<file path="config.mk">
export PLATFORM = sky130hd
export DESIGN_NAME = dmem_arbiter
export DESIGN_NICKNAME = d
export VERILOG_FILES = /design/src/rtl/mem_pkg.sv /design/src/rtl/dmem_arbiter_rr_pick2.sv /design/src/rtl/dmem_arbiter.sv
export SDC_FILE = /design/constraint.sdc
export NUM_CORES = 1
export LEC_CHECK = 0
export ABC_AREA = 1
export CORE_AREA = 3 3 118 120
export DETAILED_ROUTE_END_ITERATION = 10
export DIE_AREA = 0 0 121 123
export GPL_ROUTABILITY_DRIVEN = 0
export HOLD_SLACK_MARGIN = 0.05
export PLACE_DENSITY = 0.74
export SETUP_SLACK_MARGIN = 0.5
export SLEW_MARGIN = 30
export SYNTH_ARGS = -nofsm -noshare
export SYNTH_HDL_FRONTEND = slang
export SYNTH_HIERARCHICAL = 1
export SYNTH_SLANG_ARGS = --single-unit
</file>
<file path="constraint.sdc">
create_clock -name clk -period 3.35 [get_ports clk]
set_input_delay 0.5025 -clock clk [delete_from_list [all_inputs] [get_ports clk]]
set_output_delay 0.5025 -clock clk [all_outputs]
set_load 0.1 [all_outputs]
</file>
<file path="src/rtl/mem_pkg.sv">
// Shared types for the data-memory path: arbiter state, grant owner
// and the request bundle used by requesters and the data_mem wrapper.
package mem_pkg;

    localparam int XLEN = 32;

    typedef enum logic {
        ARB   = 1'b0,
        BURST = 1'b1
    } arb_state_t;

    typedef enum logic {
        GNT_C = 1'b0,
        GNT_D = 1'b1
    } gnt_t;

    typedef struct packed {
        logic            we;
        logic [XLEN-1:0] addr;
        logic [XLEN-1:0] wdata;
        logic [2:0]      funct3;
    } mem_req_t;

endpackage

</file>
<file path="src/rtl/dmem_arbiter_rr_pick2.sv">
// rr_pick2: 2-way round-robin picker. Bit 0 = core (C), bit 1 = DMA (D).
// Ports: i_valid[1:0] requests, i_last previous owner, o_gnt one-hot grant.
module rr_pick2
    import mem_pkg::*;
(
    input  logic [1:0] i_valid,
    input  gnt_t       i_last,
    output logic [1:0] o_gnt
);

    always_comb begin
        o_gnt = 2'b00;
        case (i_valid)
            2'b01:   o_gnt = 2'b01;
            2'b10:   o_gnt = 2'b10;
            // on a tie the requester that did not go last wins
            2'b11:   o_gnt = (i_last == GNT_D) ? 2'b01 : 2'b10;
            default: o_gnt = 2'b00;
        endcase
    end

endmodule

</file>
<file path="src/rtl/dmem_arbiter.sv">
// dmem_arbiter: shares the single-port data memory between the core (c_*)
// and a DMA/loader port (d_*). Valid/ready requests, round-robin grant,
// bounded D burst lock (d_lock), registered load responses one cycle later.
// Ports: clk, rst_n (async low); c_/d_ valid, ready, we, addr, wdata, funct3,
// rvalid, rdata; d_lock; mem_wr_en, mem_addr, mem_wdata, mem_funct3, mem_rdata.
module dmem_arbiter
    import mem_pkg::*;
#(
    parameter int DATA_WIDTH = 32,
    parameter int MAX_BURST  = 8
) (
    input  logic                  clk,
    input  logic                  rst_n,
    input  logic                  c_valid,
    output logic                  c_ready,
    input  logic                  c_we,
    input  logic [DATA_WIDTH-1:0] c_addr,
    input  logic [DATA_WIDTH-1:0] c_wdata,
    input  logic [2:0]            c_funct3,
    output logic                  c_rvalid,
    output logic [DATA_WIDTH-1:0] c_rdata,
    input  logic                  d_valid,
    output logic                  d_ready,
    input  logic                  d_we,
    input  logic [DATA_WIDTH-1:0] d_addr,
    input  logic [DATA_WIDTH-1:0] d_wdata,
    input  logic [2:0]            d_funct3,
    input  logic                  d_lock,
    output logic                  d_rvalid,
    output logic [DATA_WIDTH-1:0] d_rdata,
    output logic                  mem_wr_en,
    output logic [DATA_WIDTH-1:0] mem_addr,
    output logic [DATA_WIDTH-1:0] mem_wdata,
    output logic [2:0]            mem_funct3,
    input  logic [DATA_WIDTH-1:0] mem_rdata
);

    localparam int            CW      = $clog2(MAX_BURST + 1);
    localparam logic [CW-1:0] LIMIT   = CW'(MAX_BURST);
    localparam logic [CW-1:0] ONE     = CW'(1);
    localparam bit            LOCK_EN = (MAX_BURST > 1);

    arb_state_t            r_state;
    gnt_t                  r_last;
    logic [CW-1:0]         r_cnt;
    logic                  r_c_rvalid;
    logic                  r_d_rvalid;
    logic [DATA_WIDTH-1:0] r_c_rdata;
    logic [DATA_WIDTH-1:0] r_d_rdata;

    logic [1:0] w_pick;
    logic       w_gnt_c;
    logic       w_gnt_d;

    rr_pick2 u_pick (
        .i_valid ({d_valid, c_valid}),
        .i_last  (r_last),
        .o_gnt   (w_pick)
    );

    always_comb begin
        w_gnt_c = 1'b0;
        w_gnt_d = 1'b0;
        if (r_state == ARB) begin
            w_gnt_c = w_pick[0];
            w_gnt_d = w_pick[1];
        end else begin
            // D owns the memory; C stalls until the burst ends
            w_gnt_d = d_valid && d_lock && (r_cnt < LIMIT);
        end
    end

    always_comb begin
        mem_wr_en  = 1'b0;
        mem_addr   = '0;
        mem_wdata  = '0;
        mem_funct3 = 3'b000;
        if (w_gnt_c) begin
            mem_wr_en  = c_we;
            mem_addr   = c_addr;
            mem_wdata  = c_wdata;
            mem_funct3 = c_funct3;
        end else if (w_gnt_d) begin
            mem_wr_en  = d_we;
            mem_addr   = d_addr;
            mem_wdata  = d_wdata;
            mem_funct3 = d_funct3;
        end
    end

    assign c_ready  = w_gnt_c;
    assign d_ready  = w_gnt_d;
    assign c_rvalid = r_c_rvalid;
    assign d_rvalid = r_d_rvalid;
    assign c_rdata  = r_c_rdata;
    assign d_rdata  = r_d_rdata;

    always_ff @(posedge clk or negedge rst_n) begin
        if (!rst_n) begin
            r_state <= ARB;
            r_last  <= GNT_D;
            r_cnt   <= '0;
        end else if (r_state == ARB) begin
            if (w_gnt_c) begin
                r_last <= GNT_C;
            end
            if (w_gnt_d) begin
                r_last <= GNT_D;
                if (d_lock && LOCK_EN) begin
                    r_state <= BURST;
                    r_cnt   <= ONE;
                end
            end
        end else begin
            if (w_gnt_d) begin
                r_cnt <= r_cnt + ONE;
            end else begin
                // lock dropped, D idle or limit reached: hand back
                r_state <= ARB;
                r_cnt   <= '0;
                r_last  <= GNT_D;
            end
        end
    end

    always_ff @(posedge clk or negedge rst_n) begin
        if (!rst_n) begin
            r_c_rvalid <= 1'b0;
            r_d_rvalid <= 1'b0;
            r_c_rdata  <= '0;
            r_d_rdata  <= '0;
        end else begin
            r_c_rvalid <= w_gnt_c && !c_we;
            r_d_rvalid <= w_gnt_d && !d_we;
            if (w_gnt_c && !c_we) begin
                r_c_rdata <= mem_rdata;
            end
            if (w_gnt_d && !d_we) begin
                r_d_rdata <= mem_rdata;
            end
        end
    end

endmodule

</file>
==> run_summary.xml <==
<?xml version="1.0" encoding="UTF-8"?>
<metrics>
  <group name="clocking">
    <metric name="clock_tree.buffer_depth" unit="">2</metric>
    <metric name="insertion_delay_to_the_later_sink_of_the_worst_skew_pair" unit="ns">0.32</metric>
    <metric name="tritoncts" unit="">built</metric>
    <metric name="cts_root_buffer" unit="">sky130_fd_sc_hd__clkbuf_16</metric>
    <metric name="cts_hold_buf" unit="">0</metric>
    <metric name="clkSinkCount" unit="">72</metric>
    <metric name="clkTransAtPathRegs" unit="ns">0.05</metric>
    <metric name="tritoncts.num_buffers" unit="">9</metric>
    <metric name="ctsHtreeMaxLevel" unit="">3</metric>
    <metric name="post-cts-setup-buffer-count" unit="">0</metric>
  </group>
  <group name="global_route">
    <metric name="grt_antenna_before_repair" unit="">1</metric>
    <metric name="globalRoute.totalOverflow" unit="">0</metric>
    <metric name="globalRouteTotalUtil" unit="">0.2221</metric>
    <metric name="global_route_wire_length_before_repair" unit="mm">25.55</metric>
    <metric name="grt_pass1_vias" unit="">4576</metric>
    <metric name="grt_max_degree" unit="">73</metric>
  </group>
  <group name="setup_path">
    <metric name="critical_path.cell_chain" unit="">clkdlybuf4s50_1 &gt; inv_1 &gt; nand2_1 &gt; nand2_1 &gt; inv_2 &gt; nor2_8 &gt; inv_4 &gt; clkbuf_16 &gt; nand2_1 &gt; o21ai_2 &gt; buf_12</metric>
    <metric name="critical_path.max_fanout" unit="">24</metric>
    <metric name="type_of_the_setup_path_with_the_least_slack" unit="">input port to primary output</metric>
    <metric name="critical-path-top-cell-by-count" unit="">sky130_fd_sc_hd__nand2_1</metric>
    <metric name="worst_path_largest_cell_delay" unit="ns">0.52</metric>
    <metric name="worstPathArrival" unit="ns">2.25</metric>
    <metric name="start_kind" unit="">input port</metric>
    <metric name="ff2ff_setup_slack" unit="ns">1.28</metric>
    <metric name="required" unit="ns">2.85</metric>
    <metric name="timing.critical_path.slowest_stage_cell" unit="">sky130_fd_sc_hd__clkdlybuf4s50_1</metric>
    <metric name="setup.worst_path.end_class" unit="">primary output</metric>
  </group>
  <group name="synth">
    <metric name="synthesis.nets" unit="">731</metric>
    <metric name="synthArstFlopShare" unit="">1.000</metric>
    <metric name="yosysUniqueCellTypes" unit="">23</metric>
    <metric name="syn-mean-instance-area" unit="µm²">7.009</metric>
    <metric name="post-synth-top-area-fraction" unit="">0.4551</metric>
    <metric name="yosys_warnings" unit="">6</metric>
    <metric name="synthDominantAreaCellType" unit="">sky130_fd_sc_hd__dfrtp_1</metric>
    <metric name="postSynthCellCount" unit="">557</metric>
    <metric name="synth_enable_flop_cells" unit="">0</metric>
    <metric name="synth-seq-cells" unit="">72</metric>
    <metric name="post_synth_main_area_contributors" unit="">sky130_fd_sc_hd__dfrtp_1 46%, sky130_fd_sc_hd__nand2_1 30%, sky130_fd_sc_hd__o21ai_0 6.5%</metric>
    <metric name="yosysSeqAreaShare" unit="">0.4619</metric>
    <metric name="post_synth_instance_area" unit="µm²">3904</metric>
    <metric name="postSynth.topFlopCell" unit="">sky130_fd_sc_hd__dfrtp_1</metric>
  </group>
  <group name="detailed_routing">
    <metric name="detailed_routed_wire_length_on_met2" unit="mm">8.898</metric>
    <metric name="drcViolationCount" unit="">0</metric>
    <metric name="top_routing_layer_in_use" unit="">met5</metric>
    <metric name="wl_met1" unit="mm">6.759</metric>
    <metric name="via_per_inst" unit="">4.644</metric>
    <metric name="routed_wirelength" unit="mm">17.72</metric>
    <metric name="vias" unit="">4779</metric>
    <metric name="met3WireLength" unit="mm">1.706</metric>
    <metric name="drt_first_pass_iters" unit="">4</metric>
    <metric name="ant_nets" unit="">0</metric>
    <metric name="route.detailed.wl_per_inst" unit="µm">17.22</metric>
    <metric name="drt_initial_violations" unit="">346</metric>
  </group>
  <group name="layout">
    <metric name="multi_input_area" unit="µm²">2058</metric>
    <metric name="seq_area" unit="µm²">1803</metric>
    <metric name="antenna-diode-count" unit="">0</metric>
    <metric name="nNetsFinal" unit="">1022</metric>
    <metric name="flow.area_growth_from_synthesis" unit="%">115.4</metric>
    <metric name="count_of_fill_cells_added_during_filler_insertion" unit="">1089</metric>
    <metric name="drive_above_1_share" unit="">0.1934</metric>
  </group>
  <group name="floorplanning">
    <metric name="rows" unit="">42</metric>
    <metric name="floorplan.die.width" unit="µm">121</metric>
    <metric name="boundaryPins" unit="">309</metric>
    <metric name="die_h" unit="µm">123</metric>
    <metric name="start_util" unit="">0.2983</metric>
    <metric name="core" unit="µm²">13090</metric>
    <metric name="die_area" unit="µm²">14880</metric>
  </group>
  <group name="run">
    <metric name="max_cap_violations" unit="">0</metric>
  </group>
  <group name="min_path">
    <metric name="min-delay-path-class" unit="">input port to asynchronous set/reset pin</metric>
  </group>
  <group name="timing">
    <metric name="final.min_clock_period" unit="ns">2.755</metric>
    <metric name="worst_pin_slew" unit="ns">1.037</metric>
    <metric name="timing.final.crit_share" unit="">0.8223</metric>
    <metric name="timing_max_transition_violations_final" unit="">0</metric>
    <metric name="max_freq" unit="MHz">363.0</metric>
    <metric name="worst_slew_margin_rel" unit="">0.3063</metric>
    <metric name="clock-skew-final" unit="ns">0.004867</metric>
    <metric name="setup_viol" unit="">0</metric>
    <metric name="totalNegativeSetupSlack" unit="ns">0</metric>
    <metric name="grt_setup_unrepaired" unit="">no</metric>
    <metric name="hold_violations" unit="">0</metric>
  </group>
  <group name="placement">
    <metric name="detailedPlacementHpwl" unit="mm">13.13</metric>
    <metric name="buffer_ports.inserted" unit="">308</metric>
  </group>
  <group name="run_status">
    <metric name="outcome" unit="">completed</metric>
  </group>
</metrics>
## placed cells by master (no fill, tap or decap), types with 2 or more instances in the layout
cell and n:
sky130_fd_sc_hd__nand2_2 3, sky130_fd_sc_hd__clkbuf_1 3, sky130_fd_sc_hd__nand3_1 3, sky130_fd_sc_hd__dfrtp_1 71
sky130_fd_sc_hd__o21ai_1 13, sky130_fd_sc_hd__clkdlybuf4s50_1 234, sky130_fd_sc_hd__clkbuf_16 11, sky130_fd_sc_hd__o21ai_0 4
sky130_fd_sc_hd__inv_2 3, sky130_fd_sc_hd__a21oi_1 2, sky130_fd_sc_hd__o21ai_2 53, sky130_fd_sc_hd__buf_8 2
sky130_fd_sc_hd__buf_4 9, sky130_fd_sc_hd__nand4_1 33, sky130_fd_sc_hd__buf_12 71, sky130_fd_sc_hd__nand2_1 308
sky130_fd_sc_hd__inv_1 12, sky130_fd_sc_hd__nor2_1 2, sky130_fd_sc_hd__bufinv_16 2
## synth_stat cells, types with 2 or more instances
library cell and instances:
sky130_fd_sc_hd__inv_2 3, sky130_fd_sc_hd__nand4_1 33, sky130_fd_sc_hd__buf_4 4, sky130_fd_sc_hd__buf_2 18, sky130_fd_sc_hd__inv_1 13, sky130_fd_sc_hd__a21oi_1 3, sky130_fd_sc_hd__nor2_1 2, sky130_fd_sc_hd__nand2_2 3
sky130_fd_sc_hd__dfrtp_1 71, sky130_fd_sc_hd__o21ai_1 20, sky130_fd_sc_hd__nand2_1 308, sky130_fd_sc_hd__clkbuf_1 16, sky130_fd_sc_hd__nand3_1 3, sky130_fd_sc_hd__o21ai_0 51
## final timing paths
kind,start,endpoint,depth (start not counted)
setup / recovery,d_valid,mem_addr[28],11
hold / removal,rst_n,d_rdata[15],1
setup reg to reg,r_last,c_rdata[2],9
hold reg to reg,d_rdata[10],d_rdata[10],2
max in group asynchronous,rst_n,c_rdata[7],1
min in group clk,d_rdata[10],d_rdata[10],2
## flip-flops by register name, summed over array words and instances, names as in the netlist
name      cells
d_rvalid      1
r_last        1
c_rdata      32
r_state       1
r_cnt         4
d_rdata      32
c_rvalid      1
## metrics by stage
step           std cells    util  worst slack (ns)  instance area, µm²  hold slack [ns]
6_report            1029  0.6427            0.5952                8409           0.1838
4_1_cts             1027  0.6260            0.4747                8192           0.3356
3_5_place_dp        1011  0.6019            0.4797                7876           0.4575
3_3_place_gp        1011  0.6019            0.5071                7876           0.4526
2_1_floorplan        557       -            0.2488                3979           0.2069
5_1_grt             1029  0.6427            0.4859                8409           0.2324
## layout make-up
type	count	share of cell area
timing repair buffer	320	0.4697
multi-input combinational	429	0.2448
sequential	72	0.2144
clock buffer	13	0.02976
tap	176	0.02619
clock inverter	3	0.007737
inverter	16	0.007439
## worst max-delay path, delay by kind of cell
family / cells / cell delay [ns]
buffers and inverters: 6 / 1.23
AND/OR/NAND/NOR: 4 / 0.29
AO/OA/AOI/OAI: 1 / 0.22
## logic make-up after synthesis
logic type | synth area share
AND/OR/NAND/NOR | 0.3702
XOR/XNOR | 0.002244
flip-flops | 0.4619
AO/OA/AOI/OAI | 0.09679
adder cells (fa/ha/maj) | 0.003205
buffers and inverters | 0.06571
## per-layer routing
metal,up-vias,track usage
met2,208,0.3758
li1,2366,-
met5,-,0
met4,2,0.06870
met3,25,0.08234
met1,2178,0.2633
## repair_timing
| item | in CTS | in global routing |
|---|---|---|
| endpoints found under the setup margin | 7 | 66 |
| gates cloned | 0 | 2 |
| gates resized for setup | 0 | 44 |
Power is not shown: default switching activity piles up to over one toggle a cycle in this logic, so the estimate is an artifact.
